## src/rtl/regfile_dump_if.sv

```systemverilog
// Byte stream bus used by the register dump engine.
// The master offers tx_data/tx_valid and the sink answers with tx_ready.
interface regfile_dump_if;
    logic [7:0] tx_data;
    logic       tx_valid;
    logic       tx_ready;

    modport master (
        output tx_data,
        output tx_valid,
        input  tx_ready
    );

    modport slave (
        input  tx_data,
        input  tx_valid,
        output tx_ready
    );
endinterface

```

## src/rtl/regfile_dump.sv

```systemverilog
// Debug readout engine: walks every architectural register and emits
// a framed byte stream (marker, index+data groups, XOR checksum).
module regfile_dump #(
    parameter int NUM_REGS = 32,
    parameter int ADDR_W   = 5
) (
    input  logic              clock,
    input  logic              reset,
    input  logic              start,
    output logic [ADDR_W-1:0] rd_addr,
    input  logic [31:0]       rd_data,
    regfile_dump_if.master    tx,
    output logic              busy,
    output logic              done
);

    localparam logic [2:0] IDLE = 3'd0;
    localparam logic [2:0] MARK = 3'd1;
    localparam logic [2:0] LOAD = 3'd2;
    localparam logic [2:0] SEND = 3'd3;
    localparam logic [2:0] CHK  = 3'd4;
    localparam logic [2:0] DONE = 3'd5;

    logic [2:0]        state;
    logic [ADDR_W-1:0] idx;
    logic [2:0]        bcnt;
    logic [7:0]        csum;
    logic [39:0]       shreg;
    logic              xfer;
    logic              last_byte;
    logic              last_reg;

    assign xfer      = tx.tx_valid && tx.tx_ready;
    assign last_byte = (bcnt == 3'd4);
    assign last_reg  = (idx == ADDR_W'(NUM_REGS - 1));

    // Frame sequencer: snapshot one register per LOAD, shift it out in SEND.
    always_ff @(posedge clock or posedge reset) begin
        if (reset) begin
            state <= IDLE;
            idx   <= '0;
            bcnt  <= '0;
            csum  <= '0;
            shreg <= '0;
        end else begin
            unique case (state)
                IDLE: begin
                    if (start) state <= MARK;
                end
                MARK: begin
                    if (xfer) begin
                        state <= LOAD;
                        idx   <= '0;
                        csum  <= '0;
                    end
                end
                LOAD: begin
                    shreg <= {8'(idx), rd_data};
                    bcnt  <= '0;
                    state <= SEND;
                end
                SEND: begin
                    if (xfer) begin
                        csum  <= csum ^ shreg[39:32];
                        shreg <= {shreg[31:0], 8'h00};
                        bcnt  <= bcnt + 3'd1;
                        if (last_byte) begin
                            if (last_reg) begin
                                state <= CHK;
                            end else begin
                                state <= LOAD;
                                idx   <= idx + ADDR_W'(1);
                            end
                        end
                    end
                end
                CHK: begin
                    if (xfer) state <= DONE;
                end
                DONE: begin
                    state <= IDLE;
                end
                default: begin
                    state <= IDLE;
                end
            endcase
        end
    end

    // Stream outputs depend on state only, never on tx_ready.
    always_comb begin
        tx.tx_valid = 1'b0;
        tx.tx_data  = 8'h00;
        unique case (state)
            MARK: begin
                tx.tx_valid = 1'b1;
                tx.tx_data  = 8'hA5;
            end
            SEND: begin
                tx.tx_valid = 1'b1;
                tx.tx_data  = shreg[39:32];
            end
            CHK: begin
                tx.tx_valid = 1'b1;
                tx.tx_data  = csum;
            end
            default: begin
            end
        endcase
    end

    // idx only moves at frame start and register steps, so rd_addr
    // naturally holds its last value outside LOAD.
    assign rd_addr = idx;
    assign busy    = (state != IDLE);
    assign done    = (state == DONE);

endmodule
```

## src/flat_wrapper.sv

```systemverilog
// flat-port wrapper written by rule: the top's interface ports become plain ports
module regfile_dump_flat 
#(
    parameter int NUM_REGS = 32,
    parameter int ADDR_W   = 5
)
  (clock, reset, start, rd_addr, rd_data, busy, done, tx_tx_data, tx_tx_valid, tx_tx_ready);
  regfile_dump_if tx_i ();
  input  logic clock;
  input  logic reset;
  input  logic start;
  output logic [ADDR_W-1:0] rd_addr;
  input  logic [31:0] rd_data;
  output logic busy;
  output logic done;
  output wire logic [$bits(tx_i.tx_data)-1:0] tx_tx_data;
  output wire logic [$bits(tx_i.tx_valid)-1:0] tx_tx_valid;
  input wire logic [$bits(tx_i.tx_ready)-1:0] tx_tx_ready;
  assign tx_tx_data = tx_i.tx_data;
  assign tx_tx_valid = tx_i.tx_valid;
  assign tx_i.tx_ready = tx_tx_ready;
  regfile_dump #(.NUM_REGS(NUM_REGS), .ADDR_W(ADDR_W)) u_core (.clock(clock), .reset(reset), .start(start), .rd_addr(rd_addr), .rd_data(rd_data), .tx(tx_i), .busy(busy), .done(done));
endmodule
```

## config.mk

```make
export PLATFORM = sky130hd
export DESIGN_NAME = regfile_dump_flat
export DESIGN_NICKNAME = d
export VERILOG_FILES = /design/src/rtl/regfile_dump_if.sv /design/src/rtl/regfile_dump.sv /design/src/flat_wrapper.sv
export SDC_FILE = /design/constraint.sdc
export NUM_CORES = 1
export LEC_CHECK = 0
export CAP_MARGIN = 20
export CORE_ASPECT_RATIO = 0.7
export CORE_MARGIN = 3
export CORE_UTILIZATION = 36
export DETAILED_ROUTE_END_ITERATION = 8
export PLACE_DENSITY = 0.68
export SETUP_SLACK_MARGIN = 0.1
export SLEW_MARGIN = 20
export SYNTH_ARGS = -nofsm -noshare
export SYNTH_HDL_FRONTEND = slang
export SYNTH_SLANG_ARGS = --single-unit
```

## constraint.sdc

```tcl
create_clock -name clock -period 3.1 [get_ports clock]
set_clock_uncertainty 0.05 [all_clocks]
set_input_delay 0.62 -clock clock [delete_from_list [all_inputs] [get_ports clock]]
set_output_delay 0.62 -clock clock [all_outputs]
set_load 0.01 [all_outputs]
```

==> run metrics <==
number of gates given a new drive strength after cts=0; Fin. Hold Viols=0; required arrival time at the worst endpoint=2.43 ns; area of placed instances=0.00351 mm2; most frequent cells in the layout=dfrtp_1 (59), clkdlybuf4s50_1 (51), inv_1 (25), a22o_1 (24), mux2i_1 (22); total number of vias=2219; number of design rule violations left after detail routing=0; slew at the pin closest to its max-slew limit=0.575 ns; total of fill cells in the finished design=697; Cells after Synth=263; start-to-end type of the worst setup path=register to output port; post-DR wirelength/cell=between 15 and 20 um; Synth Register Bits=59; Port-buffer cells=51; Sw Share=0.313; Hold WC Path Type=register to register; total nets after synthesis=roughly 300; met3 routing resource usage after global routing=0.0521; clock-pin slew on the worst setup and hold paths=0.05 ns; share of cells above drive strength 1=0.100; area taken by multi-input logic gates=0.00122 mm2; result of the run=complete, no violations; total count of max-transition violations in the final report=0; clock sinks=59; clock tree from TritonCTS=built; DIE AREA=0.00925 mm2; post-layout worst setup margin=~0.31 ns; worst rel slew slack=0.616; Post-Route Hold Slack=approximately 0.43 ns; number of setup buffers added after CTS=0; placed cell count=402; fmax=0.358 GHz; cell accounting for the most synthesized area=dfrtp_1; wire length of the first global-routing pass=12000 um; final wirelength=7090 um; HPWL after detailed placement=4960 um; CP arrival=~2.1 ns; proportion of power drawn by flip-flops and latches=0.389; power density normalized to cell area=883 mW/mm2; warning count from the yosys run=0; Worst VDD drop=0.358 mV; sequential-to-total area share from yosys stat=0.505; internal power=2.32 mW; net switching power=1.06 mW; via count of the first global-routing pass=~2300; Netlist cell types=42; final critical path time including I/O delays and setup=2.79 ns; sequential cell area=0.00148 mm2; max capacitance violation total=0; non-filler cells in the finished layout=around 420; end-of-flow core utilization=0.505; Die Ht=between 80 and 90 um; leading cell type in the layout, fill and taps excluded=dfrtp_1; post-synthesis area per instance=about 11 um2; Std-Cell Core Area=0.00758 mm2; net total in the final layout=between 300 and 400; width of the die=114 um; area share of the leading cell type in the synthesized netlist=0.505; number of H-tree levels=3; total routing resource utilization after global routing=0.169; fraction of registers with async set/reset=1.00; worst-skew pair later-pin latency=0.32 ns; total standard cell area after synthesis=0.00292 mm2; Detail Route Antenna Nets=0; clock buffer count from CTS=9; combinational power share=0.309; largest fanout of any net on the critical path=13; Non-Filler Cell Area, Final=0.00383 mm2; sum of negative setup slack=0 ns; CTS Hold Bufs=0; master cell of the clock root buffer=clkbuf_16; number of detailed-route iterations in the first pass=5; cell types occupying the most area after synthesis=dfrtp_1 (51%), mux2i_1 (7.5%), a22o_1 (7.2%), o22ai_1 (4.1%), o221a_1 (3.5%); M1 GR Usage=0.240; Power, Total=3.38 mW; buffers from clock root to sink, at most=2; Initial Util=0.386; Worst Setup End Kind=output port; met2 usage in global routing=0.250; RSZ-0062 raised after global routing=false; leftover overflow at the end of global routing=0; number of antenna violations at the first check in global routing=0; relative area change from synthesis to final layout=31.0%; pin count of the biggest net entering global routing=34; placer's final routability congestion estimate=0.780; leakage component of the power=1.71 nW; number of inserted diodes=0; reg2reg setup slack=1.14 ns; number of synthesized flops with an enable pin=0; Clk pwr share=0.302; worst setup timing slack at the placement stage=0.613 ns; element type at the critical path start=register; fin crit share=0.901; Core Rows=26; layer carrying the most global-route usage=met2; # setup viols final=0; most frequently used flop master after synthesis=dfrtp_1; I/O pin count=52; violation count after the first detailed-route iteration=112; Vias per Instance=~5.3
power groups by stage:
stage          Clock, mW  Sequential [mW]  Combinational [mW]
2_1_floorplan          0             1.25               0.718
3_3_place_gp           0             1.31                1.02
3_5_place_dp           0             1.32                1.05
4_1_cts             1.04             1.31                1.06
5_1_grt             1.08             1.36                1.16
6_report            1.02             1.31                1.04
final timing paths:
kind | end | from | depth (start not counted)
min in group asynchronous | u_core.shreg[11] | reset | 2
setup reg to reg | u_core.rd_addr[3] | u_core.rd_addr[0] | 6
hold reg to reg | u_core.csum[4] | u_core.csum[4] | 1
hold / removal | u_core.csum[4] | u_core.csum[4] | 1
setup / recovery | tx_tx_data[5] | u_core.state[0] | 4
max in group asynchronous | u_core.state[1] | reset | 3
cells in the mapped netlist, drive strengths merged, types with 2 or more instances:
cell type  count
buf           16
nand2b        11
or2b           7
or3            2
dfrtp         59
nor3b          2
o221a         10
ha             4
nand3          4
nand3b         2
nor2           4
a22o          24
nand4b         2
nand2         11
mux2i         22
o22ai         19
clkbuf         2
and2           2
o21ai          7
a21oi         11
inv           26
cells by family after synthesis:
family / Yosys count / synth area share
buffers and inverters: 44 / 0.0771
flip-flops: 59 / 0.505
AO/OA/AOI/OAI: 77 / 0.199
multiplexers: 23 / 0.0792
AND/OR/NAND/NOR: 56 / 0.123
adder cells (fa/ha/maj): 4 / 0.0171
state kept, by name, summed over array words and instances (netlist names):
register,flops
u_core.shreg,40
u_core.bcnt,3
u_core.rd_addr,5
u_core.state,3
u_core.csum,8
worst max-delay path, stage by stage (launching register included):
cell and delay, ns:
dfrtp_1 0.62, inv_1 0.11, nor2_1 0.31, a22o_1 0.22, clkdlybuf4s50_1 0.54
metal layers:
layer | vias up | wire [um]
met5 | - | 0
met4 | 0 | 66
met3 | 8 | 424
met2 | 66 | 3030
met1 | 1088 | 3570
li1 | 1057 | -
layout make-up:
class,instances,share of cell area
sequential,59,0.386
multi-input combinational,160,0.319
timing repair buffer,59,0.156
clock buffer,11,0.0660
tap,98,0.0320
inverter,26,0.0255
clock inverter,5,0.0160
No activity file was read; power rests on OpenSTA's default activity.
